`src/rtl/wave_cfg_scheduler.sv`:
```
// Function-generator sequencer: debounced switch config, prescaled ROM address walk, wrap-aligned reconfiguration.
// Latency: switch acceptance 2+STABLE_CYCLES cycles; div/wave change lands on the next 1023->0 wrap (at once on hold or start).
// Backpressure: none; a newer switch candidate overwrites a waiting one, INIT low stops the walk at the next edge.
module wave_cfg_scheduler #(
    parameter int ADDR_W        = 10,
    parameter int DIV_W         = 8,
    parameter int STABLE_CYCLES = 16
) (
    input  logic              CLK,
    input  logic              RST,
    input  logic              INIT,
    input  logic [11:0]       SW,
    output logic [ADDR_W-1:0] MEMORYCOUNTER,
    output logic [2:0]        WAVESELECT,
    output logic              STEP_EN,
    output logic              CO,
    output logic              CFG_BUSY
);

    localparam int                 CNT_W    = $clog2(STABLE_CYCLES);
    localparam logic [CNT_W-1:0]   CNT_MAX  = CNT_W'(STABLE_CYCLES - 1);
    localparam logic [CNT_W-1:0]   CNT_ARM  = CNT_W'(STABLE_CYCLES - 2);
    localparam logic [ADDR_W-1:0]  ADDR_MAX = '1;

    typedef struct packed {
        logic [2:0]       wave;
        logic [DIV_W-1:0] div;
    } dw_t;

    typedef enum logic [1:0] {
        ST_OFF       = 2'd0,
        ST_RUN       = 2'd1,
        ST_WAIT_WRAP = 2'd2
    } state_t;

    logic [11:0]      sw_m;
    logic [11:0]      sw_s;
    logic [11:0]      sw_p;
    logic [CNT_W-1:0] stab_cnt;

    state_t           state;
    state_t           state_nxt;
    logic             hold;
    dw_t              act;
    dw_t              pend;
    dw_t              pend_nxt;
    logic             pend_vld;
    logic             pend_vld_nxt;
    logic [DIV_W-1:0] pre;

    logic             running;
    logic             sw_same;
    logic             accept;
    dw_t              cand_dw;
    dw_t              eff_dw;
    logic             cand_new;
    logic             step;
    logic             wrap;
    logic             load;

    assign running  = (state != ST_OFF);
    assign sw_same  = (sw_s == sw_p);
    assign accept   = sw_same && (stab_cnt == CNT_ARM);
    assign cand_dw  = {sw_s[10:8], sw_s[DIV_W-1:0]};

    // >= rather than == so a divisor lowered below the running prescale still fires
    assign step     = running && !hold && (pre >= act.div);
    assign wrap     = step && (MEMORYCOUNTER == ADDR_MAX);

    assign load     = INIT && pend_vld &&
                      ((state == ST_OFF) || (running && hold) || ((state == ST_WAIT_WRAP) && wrap));

    // A candidate accepted on a load edge is judged against the config being loaded
    assign eff_dw   = load ? pend : act;
    assign cand_new = (cand_dw != eff_dw);

    assign STEP_EN    = step;
    assign WAVESELECT = act.wave;
    assign CFG_BUSY   = (state == ST_WAIT_WRAP);

    always_comb begin
        pend_nxt     = pend;
        pend_vld_nxt = pend_vld;
        if (load) begin
            pend_vld_nxt = 1'b0;
        end
        if (accept) begin
            pend_vld_nxt = cand_new;
            if (cand_new) begin
                pend_nxt = cand_dw;
            end
        end
    end

    always_comb begin
        state_nxt = state;
        if (!INIT) begin
            state_nxt = ST_OFF;
        end else begin
            case (state)
                ST_OFF: state_nxt = ST_RUN;
                ST_RUN: begin
                    if (!hold && pend_vld && pend_vld_nxt) begin
                        state_nxt = ST_WAIT_WRAP;
                    end
                end
                ST_WAIT_WRAP: begin
                    if (hold || wrap || !pend_vld_nxt) begin
                        state_nxt = ST_RUN;
                    end
                end
                default: state_nxt = ST_OFF;
            endcase
        end
    end

    always_ff @(posedge CLK or posedge RST) begin
        if (RST) begin
            sw_m          <= '0;
            sw_s          <= '0;
            sw_p          <= '0;
            stab_cnt      <= '0;
            state         <= ST_OFF;
            hold          <= 1'b0;
            act           <= '0;
            pend          <= '0;
            pend_vld      <= 1'b0;
            pre           <= '0;
            MEMORYCOUNTER <= '0;
            CO            <= 1'b0;
        end else begin
            sw_m <= SW;
            sw_s <= sw_m;
            sw_p <= sw_s;

            if (!sw_same) begin
                stab_cnt <= '0;
            end else if (stab_cnt != CNT_MAX) begin
                stab_cnt <= stab_cnt + CNT_W'(1);
            end

            if (accept) begin
                hold <= sw_s[11];
            end
            if (load) begin
                act <= pend;
            end
            pend     <= pend_nxt;
            pend_vld <= pend_vld_nxt;
            state    <= state_nxt;

            CO <= INIT && wrap;

            if (!INIT || (state == ST_OFF)) begin
                MEMORYCOUNTER <= '0;
                pre           <= '0;
            end else if (step) begin
                MEMORYCOUNTER <= MEMORYCOUNTER + ADDR_W'(1);
                pre           <= '0;
            end else if (!hold) begin
                pre <= pre + DIV_W'(1);
            end
        end
    end

endmodule

```
`config.mk`:
```
export PLATFORM = sky130hd
export DESIGN_NAME = wave_cfg_scheduler
export DESIGN_NICKNAME = d
export VERILOG_FILES = /design/src/rtl/wave_cfg_scheduler.sv
export SDC_FILE = /design/constraint.sdc
export NUM_CORES = 1
export LEC_CHECK = 0
export CORE_MARGIN = 2
export CORE_UTILIZATION = 45
export DETAILED_ROUTE_END_ITERATION = 16
export DONT_BUFFER_PORTS = 1
export GPL_ROUTABILITY_DRIVEN = 0
export GPL_TIMING_DRIVEN = 0
export HOLD_SLACK_MARGIN = 0.1
export SLEW_MARGIN = 20
export SYNTH_ARGS = -nofsm -noshare
export SYNTH_HDL_FRONTEND = slang
export SYNTH_SLANG_ARGS = --single-unit
```
`constraint.sdc`:
```
create_clock -name CLK -period 3.6 [get_ports CLK]
set_clock_uncertainty 0.15 [all_clocks]
set_input_delay 0.72 -clock CLK [delete_from_list [all_inputs] [get_ports CLK]]
set_output_delay 0.72 -clock CLK [all_outputs]
set_load 0.02 [all_outputs]
```
* After elaboration in Yosys (flattened, before gate mapping) *
Cells that the tools add are included.

storage, ports and cells
  bits in registers = 85
  input bits = 15
  output and inout bits = 16
  word-level logic and storage cells = 67

cells by class
  $add $sub $neg = 3
  $lt $le $gt $ge = 1
  equality and inequality tests = 11
  muxes and demuxes = 14
  reduce and logical (&&, ||, !) cells = 24

operators with widths
  operator                                        count
  2-to-1 mux 8 bit                                3
  2-to-1 mux 10 bit                               2
  == test 12 bit                                  1
  logical AND 1 bit                               11
  2-to-1 mux 11 bit                               1
  != test 11 bit                                  1
  adder 10 x 1 -> 10 bit (second input constant)  1
  == test 10 bit (second input constant)          1
  adder 8 x 1 -> 8 bit (second input constant)    1
  greater-or-equal comparator 8 bit               1
  2-to-1 mux 4 bit                                2
  2-to-1 mux 2 bit                                3
  case mux 2 bit (3 select lines)                 1
  logical OR 1 bit                                5
  adder 4 x 1 -> 4 bit (second input constant)    1
  == test 4 bit (second input constant)           1
  != test 4 bit (second input constant)           1
  AND reduction 2 bit                             2
  nonzero test 2 bit                              2
  logical NOT 1 bit                               3
  != test 3 x 1 -> 1 bit (second input constant)  1
  != test 3 x 2 -> 1 bit (second input constant)  1
  != test 3 bit (second input constant)           1
  == test 2 x 1 -> 1 bit (second input constant)  1
  4 further kinds                                 5

* Depth between registers and ports, before layout *
  depth after elaboration = 15
  mapped depth = 13
  depth with buffers taken out = 11

* Least setup slack after synthesis *
No wires, ideal clock.

  path kind = register -> register
  start point = register pre[0]
  end point = register pend[0] in the netlist's numbering
  library setup time = 0.125 ns
  arrival = 3.266 ns
  required time = 3.325 ns
  slack = 0.059 ns
  stages on the path, launching flop included = 13
  buffers on the path = 2
  clock period less this slack = 3.541 ns
  cells stage by stage = dfrtp_1 inv_1 ha_1 nand2b_1 a2111oi_0 o41a_1 o21a_1 buf_6 mux2_4 xor2_1 o41ai_4 buf_6 mux2_2

RTL lines
  what                      line  source
  start: declaration        49    logic [DIV_W-1:0] pre;
  start signal: assignment  161   pre <= pre + DIV_W'(1);
  end signal: assignment    148   pend <= pend_nxt;
  end: declaration          45    dw_t pend;

==> results.yml <==
run_status:
  status: "finished clean"
finish:
  multi_input_area_sq_um: 1530
  synthToLayoutAreaGrowth_pct: 12.8
  nets: 351
  seq_area_sq_um: 2130
  antenna_cells: 0
  layout-drive-gt1-share_pct: 21.6
  final_cells: 434
  fillers: 732
grt:
  grt_max_degree: 50
  grt.overflow.total: 0
  antenna_found_initial: 0
  groute.usage.overall_pct: 15.5
  grt_pass1_vias: 2163
  grt_pass1_wl_mm: 10.6
pwr:
  power_density_nw_per_um2: 393
  internal_power_mw: 1.25
  p_sw_mw: 0.390
  p_total_mw: 1.64
  p_seq_share_pct: 60.7
  switching_share_pct: 23.8
  ir_worst_vdd_v: 0.000234
  pwr-share-comb_pct: 4.0
  pwr-share-clk_pct: 35.2
  power_leakage_nw: 1.86
worst_setup_path:
  required_ns: 3.68
  cp-end-kind: "flip-flop"
  path_delay_family: "compound AO/OA/AOI/OAI gates"
  startpoint_type: "flip-flop"
  r2r_cells: 11
  r2r_setup_slack_ns: 0.13
  cp_data_arrival_time_ns: 3.55
  r2r-end: "pend[8]"
  cp_max_fo: 6
  r2r-start: "pre[6]"
  path_buf_inv: 2
  crit_type: "reg -> reg"
  cp_slowest_stage_delay_ns: 0.45
  cpMaxStageDelayCell: "dfrtp_2"
  path_cells: "ha_4, and4_1, o21ai_1, o41a_1, o21a_1, buf_6, mux2_4, xor2_2, o41ai_4, buf_4, mux2_2"
sta:
  hold_viol: 0
  fin_setup_tns_ns: 0
  relSlewSlack_pct: 55.3
  worstMarginPinSlew_ns: 0.670
  min_period_over_period_pct: 96.4
  fin_ws_ns: 0.129
  setup_viol: 0
  maxSlewViolCount: 0
  max_freq_mhz: 288
  post-route-min-period_ns: 3.47
clock_network:
  htreeDepth: 3
  tritoncts: "done"
  clock_latency_ns: 0.35
  cts.root.buffer_cell: "clkbuf_8"
  cts_sinks: 85
  cts_buffers: 9
  postCtsHoldBufs: 0
  clockBufferDepth: 2
  clk_pin_slew_ns: 0.08
synth:
  synth.distinct_cells: 45
  synthTopCellsByCount: "85 x dfrtp_1, 32 x xor2_1, 24 x nor2_1, 18 x inv_1, 17 x mux2_2"
  yosys.area_share.xor_xnor_pct: 10.4
  synth-compound-area-share_pct: 6.22
  synthMuxAreaShare_pct: 6.93
  yosysMostFrequentCell: "dfrtp_1"
  synth-seq-cells: 85
  synth_top_family_by_area: "simple AND/OR/NAND/NOR gates"
  synthFlopType: "dfrtp_1"
  synth_enable_flop_cells: 0
  seq_area_frac_synth_pct: 57.4
  synthDominantCellAreaShare_pct: 57.4
  synthAdderAreaFrac_pct: 4.05
  ys_async_sr_fraction_pct: 100
  yosysWarnings: 0
  synthesis.area_sq_um: 3700
  synth_cells: 303
  synthSimpleGateAreaFrac_pct: 11.6
  yosysTopAreaCell: "dfrtp_1"
  avgSynthCellArea_sq_um: 12.2
  syn_nets: 330
  synth_area_leaders: "dfrtp_1 57%, xor2_1 7.6%, mux2_2 5.2%, ha_1 4.1%, xnor2_1 2.8%"
route:
  wire_per_inst_um: 14.7
  drt-initial-drc-count: 114
  drtAntennaViolNets: 0
  drc_errors: 0
  dr.pass1.iters: 4
  viasPerCell: 5.11
  wl_mm: 6.39
  num_vias: 2217
floorplan:
  initial_core_util_pct: 45.8
  core_area_sq_um: 8090
  die_h_um: 94.7
  die_w_um: 94.7
  design.portCount: 31
  rows: 33
  die-area_sq_um: 8970
placement:
  placedCellCount: 409
  post-dp-hpwl_mm: 4.52
  portBuffers: 0
  place_ws_ns: -0.453
flow_run:
  drv_cap: 0
worst_hold_path:
  hp-class: "in -> async"
==> cells in the final DEF, fill, tap and decap left out, types with 10 or more instances in the layout <==
master   count
xor2_1      31
mux2_2      17
xnor2_1     12
dfrtp_1     82
nand2_1     10
nand3_1     13
buf_4       12
inv_1       14
nor2_1      24
==> what timing repair did <==
item / in CTS / in global routing
gates resized for setup: 2 / 14
setup endpoints to repair: 14 / 11
gates cloned: 0 / 1
setup buffers: 2 / 6
pin swaps: 2 / 5
==> flip-flops by register name, summed over array words and instances, names as in the netlist, 3 cells and up <==
register,count
sw_m,12
sw_s,12
pre,8
sw_p,12
pend,11
MEMORYCOUNTER,10
WAVESELECT,3
act,8
stab_cnt,4
==> worst max-delay path by stage <==
stage / slack, ns / cells past startpoint / start / endpoint
floorplan: 0.06 / 12 / pre[0] / pend[0]
global placement: -0.42 / 1 / RST / pre[3]
detailed placement: -0.45 / 12 / pre[0] / pend[10]
CTS: 0.07 / 12 / act[7] / pend[3]
global route: -0.003 / 11 / pre[6] / pend[5]
finish: 0.13 / 11 / pre[6] / pend[8]
==> worst register-to-register path: stages (launching register included) <==
cell and delay, ns:
dfrtp_2 0.45, ha_4 0.29, and4_1 0.19, o21ai_1 0.07, o41a_1 0.43, o21a_1 0.19
buf_6 0.14, mux2_4 0.31, xor2_2 0.17, o41ai_4 0.44, buf_4 0.21, mux2_2 0.33
==> cell type report <==
| class | count | share of cell area, % |
|---|---|---|
| Clock buffer | 10 | 3.06 |
| Clock inverter | 6 | 0.929 |
| Tap cell | 105 | 3.15 |
| Timing Repair Buffer | 10 | 2.10 |
| Buffer | 8 | 1.35 |
| Multi-Input combinational cell | 192 | 36.7 |
| Sequential cell | 85 | 51.0 |
| Inverter | 18 | 1.68 |
==> per-layer routing <==
| layer | part of all wire (%) | wire [um] | GRT usage (%) | vias to the layer above |
|---|---|---|---|---|
| met2 | 46 | 2950 | 22.8 | 37 |
| met1 | 49 | 3140 | 21.9 | 1084 |
| met3 | 3.8 | 240 | 4.79 | 7 |
| met5 | 0 | 0 | 0 | - |
| met4 | 0.97 | 62 | 4.95 | 0 |
| li1 | - | - | - | 1089 |
==> stage by stage <==
stage	hold slack (ns)	instance area [sq um]	util [%]
finish	0.158	4180	51.6
global route	0.205	4180	51.6
CTS	0.167	4050	50.1
detailed placement	0.186	3860	47.8
global placement	0.181	3830	47.4
floorplan	0.181	3700	-
==> cells by family after synthesis <==
family,Yosys count
buffers and inverters,26
DFF,85
adders and majority gates,12
AOI/OAI and AO/OA,30
muxes,22
xor gates and xnor gates,44
and+or+nand+nor,84
==> power groups by stage <==
| stage | sequential [mW] | combinational (mW) | clock [mW] |
|---|---|---|---|
| global route | 1.00 | 0.0767 | 0.649 |
| detailed placement | 1.02 | 0.0647 | 0 |
| finish | 0.997 | 0.0660 | 0.579 |
| CTS | 0.997 | 0.0659 | 0.603 |
| floorplan | 1.01 | 0.0478 | 0 |
| global placement | 1.02 | 0.0610 | 0 |
No activity file was read; power rests on OpenSTA's default activity.
